`config.mk`:
```
export PLATFORM = sky130hd
export DESIGN_NAME = fp16_mul_pipe
export DESIGN_NICKNAME = d
export VERILOG_FILES = /design/src/rtl/fp16_mul_pipe.sv
export SDC_FILE = /design/constraint.sdc
export NUM_CORES = 1
export LEC_CHECK = 0
export BUFFER_PORTS_ARGS = -buffer_cell sky130_fd_sc_hd__buf_2
export CAP_MARGIN = 20
export CORE_MARGIN = 1.5
export CORE_UTILIZATION = 50
export CTS_BUF_LIST = sky130_fd_sc_hd__clkbuf_4
export DETAILED_ROUTE_END_ITERATION = 8
export PLACE_DENSITY = 0.64
export SYNTH_ARGS = -nofsm -noshare
export SYNTH_HDL_FRONTEND = slang
export SYNTH_SLANG_ARGS = --single-unit
```
`constraint.sdc`:
```
create_clock -name clk -period 7.6 [get_ports clk]
set_input_delay 0 -clock clk [delete_from_list [all_inputs] [get_ports clk]]
set_output_delay 0 -clock clk [all_outputs]
set_load 0.02 [all_outputs]
```
`src/rtl/fp16_mul_pipe.sv`:
```
`default_nettype none
// ============================================================================
// Module  : fp16_mul_pipe
// Brief   : 3-stage pipelined IEEE-754 half-precision multiplier, truncating,
//           flush-to-zero, valid/ready handshake with a "last" sideband.
// Rev     : 1.0  initial release
// ============================================================================
module fp16_mul_pipe #(
    parameter int FTZ     = 1,
    parameter int SAT_INF = 1
) (
    input  logic        clk,
    input  logic        rst,
    input  logic        in_valid,
    output logic        in_ready,
    input  logic [15:0] in_a,
    input  logic [15:0] in_b,
    input  logic        in_last,
    output logic        out_valid,
    input  logic        out_ready,
    output logic [15:0] out_p,
    output logic        out_last,
    output logic        busy
);

    localparam logic [14:0] C_INF = 15'h7C00;
    localparam logic [14:0] C_MAX = 15'h7BFF;

    logic              w_en;

    logic [4:0]        w_ea_f, w_eb_f;
    logic [4:0]        w_ea, w_eb;
    logic [10:0]       w_ma, w_mb;
    logic signed [6:0] w_es;
    logic              w_special, w_zero;

    logic              r_v1, r_sign1, r_special1, r_zero1, r_last1;
    logic [10:0]       r_ma1, r_mb1;
    logic signed [6:0] r_es1;

    logic              r_v2, r_sign2, r_special2, r_zero2, r_last2;
    logic [21:0]       r_prod2;
    logic signed [6:0] r_es2;

    logic              r_v3, r_last3;
    logic [15:0]       r_p3;

    logic [9:0]        w_man;
    logic signed [6:0] w_es_n;
    logic [15:0]       w_p;

    // The whole pipe moves as one; it only stalls when the output is blocked.
    assign w_en      = !r_v3 || out_ready;
    assign in_ready  = w_en;
    assign out_valid = r_v3;
    assign out_p     = r_p3;
    assign out_last  = r_last3;
    assign busy      = r_v1 || r_v2 || r_v3;

    assign w_ea_f    = in_a[14:10];
    assign w_eb_f    = in_b[14:10];
    assign w_ea      = (w_ea_f == 5'd0) ? 5'd1 : w_ea_f;
    assign w_eb      = (w_eb_f == 5'd0) ? 5'd1 : w_eb_f;
    assign w_ma      = {(w_ea_f != 5'd0), in_a[9:0]};
    assign w_mb      = {(w_eb_f != 5'd0), in_b[9:0]};
    assign w_es      = $signed({2'b00, w_ea}) + $signed({2'b00, w_eb}) - 7'sd15;
    assign w_special = (w_ea_f == 5'd31) || (w_eb_f == 5'd31);
    assign w_zero    = ((w_ea_f == 5'd0) && (in_a[9:0] == 10'd0)) ||
                       ((w_eb_f == 5'd0) && (in_b[9:0] == 10'd0));

    always_ff @(posedge clk or posedge rst) begin
        if (rst) begin
            r_v1       <= 1'b0;
            r_sign1    <= 1'b0;
            r_special1 <= 1'b0;
            r_zero1    <= 1'b0;
            r_last1    <= 1'b0;
            r_ma1      <= '0;
            r_mb1      <= '0;
            r_es1      <= '0;
        end else if (w_en) begin
            r_v1       <= in_valid;
            r_sign1    <= in_a[15] ^ in_b[15];
            r_special1 <= w_special;
            r_zero1    <= w_zero;
            r_last1    <= in_last;
            r_ma1      <= w_ma;
            r_mb1      <= w_mb;
            r_es1      <= w_es;
        end
    end

    always_ff @(posedge clk or posedge rst) begin
        if (rst) begin
            r_v2       <= 1'b0;
            r_sign2    <= 1'b0;
            r_special2 <= 1'b0;
            r_zero2    <= 1'b0;
            r_last2    <= 1'b0;
            r_prod2    <= '0;
            r_es2      <= '0;
        end else if (w_en) begin
            r_v2       <= r_v1;
            r_sign2    <= r_sign1;
            r_special2 <= r_special1;
            r_zero2    <= r_zero1;
            r_last2    <= r_last1;
            r_prod2    <= 22'(r_ma1) * 22'(r_mb1);
            r_es2      <= r_es1;
        end
    end

    // Leading-one search over bits 21..10; the highest set bit fixes both the
    // mantissa window and the exponent adjustment (bit 20 is the unit position).
    always_comb begin
        w_man  = '0;
        w_es_n = r_es2 - 7'sd10;
        for (int i = 10; i <= 21; i++) begin
            if (r_prod2[i]) begin
                w_man  = r_prod2[i-1 -: 10];
                w_es_n = r_es2 + $signed(7'(i - 20));
            end
        end
    end

    always_comb begin
        w_p = {r_sign2, 15'h0000};
        if (r_special2 && !r_zero2) begin
            w_p = {r_sign2, C_INF};
        end else if (r_zero2 || (r_prod2 == 22'd0)) begin
            w_p = {r_sign2, 15'h0000};
        end else if ((FTZ != 0) && (w_es_n <= 7'sd0)) begin
            w_p = {r_sign2, 15'h0000};
        end else if (w_es_n >= 7'sd31) begin
            w_p = {r_sign2, (SAT_INF != 0) ? C_INF : C_MAX};
        end else begin
            w_p = {r_sign2, w_es_n[4:0], w_man};
        end
    end

    // Bubbles leave the output register untouched so out_p only changes on real data.
    always_ff @(posedge clk or posedge rst) begin
        if (rst) begin
            r_v3    <= 1'b0;
            r_last3 <= 1'b0;
            r_p3    <= '0;
        end else if (w_en) begin
            r_v3 <= r_v2;
            if (r_v2) begin
                r_p3    <= w_p;
                r_last3 <= r_last2;
            end
        end
    end

endmodule
`default_nettype wire

```
==> impl_summary.md <==
STA
Setup repair after global routing left no endpoint under its margin. The worst pin sits at a relative slew slack of 30.8%. At the pin with the least slew margin, the transition time is approximately 1000 ps. The number of slew-limit violations in the final report came to 0. The number of endpoints with negative hold slack in the final report is 0. For the final database, setup skew stands at 27.8 ps. In the final timing run, aggregate negative setup slack is 0 ps. The number of endpoints failing setup at the final stage is 0. The final critical path takes up 74.5% of the cycle.

The post-layout minimum cycle time is 5660 ps. For this run, the top clock speed supported by timing is 177 MHz.

Worst setup path
The setup path with the least slack is of type reg -> reg. The worst setup path is launched from a register. Along the worst path, the maximum fanout reaches 12.

The worst endpoint required time is 8020 ps. The critical path capture point type is a register. STA puts the critical path data arrival time at 6080 ps.

Clock network
The clock net sink count is between 80 and 90. The H-tree level count is 3. The clock latency at the later pin of the worst-skew pair is 500 ps. Clock-pin slew was measured on the worst setup and hold paths at 160 ps. The root buffer cell chosen for the clock tree is clkbuf_4.

The maximum buffer depth of the clock tree is 2. The TritonCTS clock tree is done. Clock tree synthesis inserted a total of 9 buffers.

Synth
The number of different library cells used by synthesis comes to 96. The share of flip-flops with an asynchronous set or reset is 100%. The average size of a mapped cell is 8.24 um2. For this run, the leading register cell type out of synthesis is dfrtp_1. The synthesized cell area is 0.0102 mm2. The portion of the post-synthesis area used by sequential elements is 21.0%.

The post-synthesis register bit count is between 80 and 90. The synthesis warning total is 0. The number of enable flip-flop cells after synthesis is 0. The instance count of the mapped netlist is 1242. Counting every net in the synthesized netlist gives 1443.

Floorplanning
The floorplan has 52 rows. 57 I/O pins were placed. The core area is 0.0202 mm2. The floorplan die area is 0.0213 mm2.

The initial standard-cell utilization of the core is 50.8%. The x dimension of the die is 146 um. The floorplan die height is around 150 um.

Final layout
The final-layout fill cell count is 1954. The area overhead of the layout relative to synthesis is 6.76%. In the layout the commonest cells are nand2_1, inv_1, dfrtp_1. The commonest non-fill, non-tap cell in the layout is nand2_1. In the final layout, the share of cells above drive strength 1 is 10.2%. The number of nets in the layout is between 1000 and 1500.

Place
The global placement routability congestion is 0.870. The count of input and output buffers is 56. The HPWL after detailed placement is 18.7 mm.

Routing
The number of detailed-route iterations in the first pass is 7. The count of routing violations after the opening detailed-route iteration is 709. The via density per instance is 5.62. The final antenna-violating net count is 0. The post-detailed-routing wire length is 25.7 mm.

The via count is 8649. For this run, design rule violations remaining after detail routing come to 0. The average detailed-routed wire length per instance is 16.7 um.

Flow run
The reported max-cap violation count is 0.

Run status
The flow ran to the end, and the final reports show no timing, DRC or antenna violations.

Global route
Entering global routing, the biggest net connects 85 pins. The all-layer global routing usage is 25.1%. The via count of the first global-routing pass was 8520. The initial antenna violation count is 2.

Global routing finished with a remaining overflow of 0. The first global-routing pass estimated 43.7 mm of wire.

Worst hold path
The path class of the tightest hold or removal check is in -> reg.
==> final timing paths <==
check                                           to  cells after the start            startpoint  slack [ps]
min reg2reg                   r_es1[2]$_DFFE_PP0N_                      2  r_es1[2]$_DFFE_PP0N_         490
min in group asynchronous     r_es2[4]$_DFFE_PP0N_                      3                   rst          80
min                           r_es1[0]$_DFFE_PP0N_                      6              in_b[12]          50
max                        r_prod2[20]$_DFFE_PP0N_                     18  r_mb1[4]$_DFFE_PP0N_        1940
max in group asynchronous     r_es1[2]$_DFFE_PP0N_                      4                   rst        6420
max reg2reg                r_prod2[20]$_DFFE_PP0N_                     18  r_mb1[4]$_DFFE_PP0N_        1940
==> logic make-up after synthesis <==
logic type                 count (synthesis)  synth area share, %
adders and majority gates                164                 26.0
xor gates and xnor gates                  25                 2.14
buffers and inverters                    238                 10.4
AOI/OAI and AO/OA                        293                 19.8
DFF                                       86                 21.0
muxes                                      8                0.904
and+or+nand+nor                          428                 19.8
==> metal layers <==
layer / vias up / part of all wire (%) / global-route usage, %
met5: - / 0 / 0
met4: 0 / 1.6 / 7.17
met3: 29 / 4.8 / 2.91
met2: 257 / 47 / 41.5
met1: 4168 / 47 / 34.8
li1: 4195 / - / -
==> critical path, stage by stage, from the launching register on <==
cell and delay (ps):
dfrtp_1 630, nand2_1 160, fa_1 590, fa_1 470
fa_1 500, inv_1 50, fa_1 520, inv_1 50
fa_1 520, inv_1 40, ha_1 320, o21ai_1 160
a21oi_1 100, a2111oi_0 440, o21bai_1 170, a211oi_1 330
o21bai_1 110, mux2_1 320, o211ai_1 90
==> cell type report <==
| class | instances | area [um2] | area share [%] |
|---|---|---|---|
| diodes | 1 | 2.50 | 0.0229 |
| well taps | 270 | 338 | 3.09 |
| clock buffers | 11 | 82.6 | 0.755 |
| repair buffers | 98 | 706 | 6.46 |
| clock inverters | 5 | 58.8 | 0.538 |
| multi-input cells | 918 | 7030 | 64.3 |
| flip-flops and latches | 86 | 2150 | 19.7 |
| inverters | 150 | 564 | 5.16 |
==> Yosys cell counts, drive strengths merged, types with 5 or more instances <==
cell type,instances,share of area (%)
clkbuf,69,3.7
o221a,5,0.55
ha,83,10
xnor2,15,1.3
and3,9,0.55
nor4,9,0.61
nor2b,13,0.82
o21ai,91,4.9
a211oi,7,0.51
nand3,11,0.54
o221ai,12,1.2
o211ai,14,1.0
a21oi,77,3.8
fa,81,16
a22oi,6,0.44
dfrtp,86,21
a21o,7,0.51
a221o,8,0.78
nand2b,7,0.43
xor2,10,0.86
and2,55,3.4
a31oi,7,0.43
nor3,11,0.54
o21bai,5,0.40
or3,8,0.49
buf,18,1.1
nor3b,5,0.37
inv,149,5.5
o21a,7,0.51
nand2,236,8.7
nor2,43,1.6
==> metrics by stage <==
stage	setup slack (ps)	cell area (um2)	util [%]	hold slack (ps)	cells
floorplan	2320	10200	-	112	1242
global placement	2020	10400	51.6	66.5	1485
detailed placement	1950	10400	51.6	75.9	1485
CTS	1920	10900	54.1	15.2	1537
global route	1600	10900	54.2	93.6	1539
finish	1940	10900	54.2	51.3	1539
==> flip-flops by register name (all words and copies together) (netlist names), 7 cells and up <==
name     flops
out_p       16
r_es1        7
r_es2        7
r_ma1       11
r_mb1       11
r_prod2     22
==> repair_timing <==
action	in CTS	in global routing
hold buffers	36	0
setup buffers	0	0
endpoints found under the hold margin	60	0
resized for setup	0	0
Power is not shown: default switching activity piles up to over one toggle a cycle in this logic, so the estimate is an artifact.
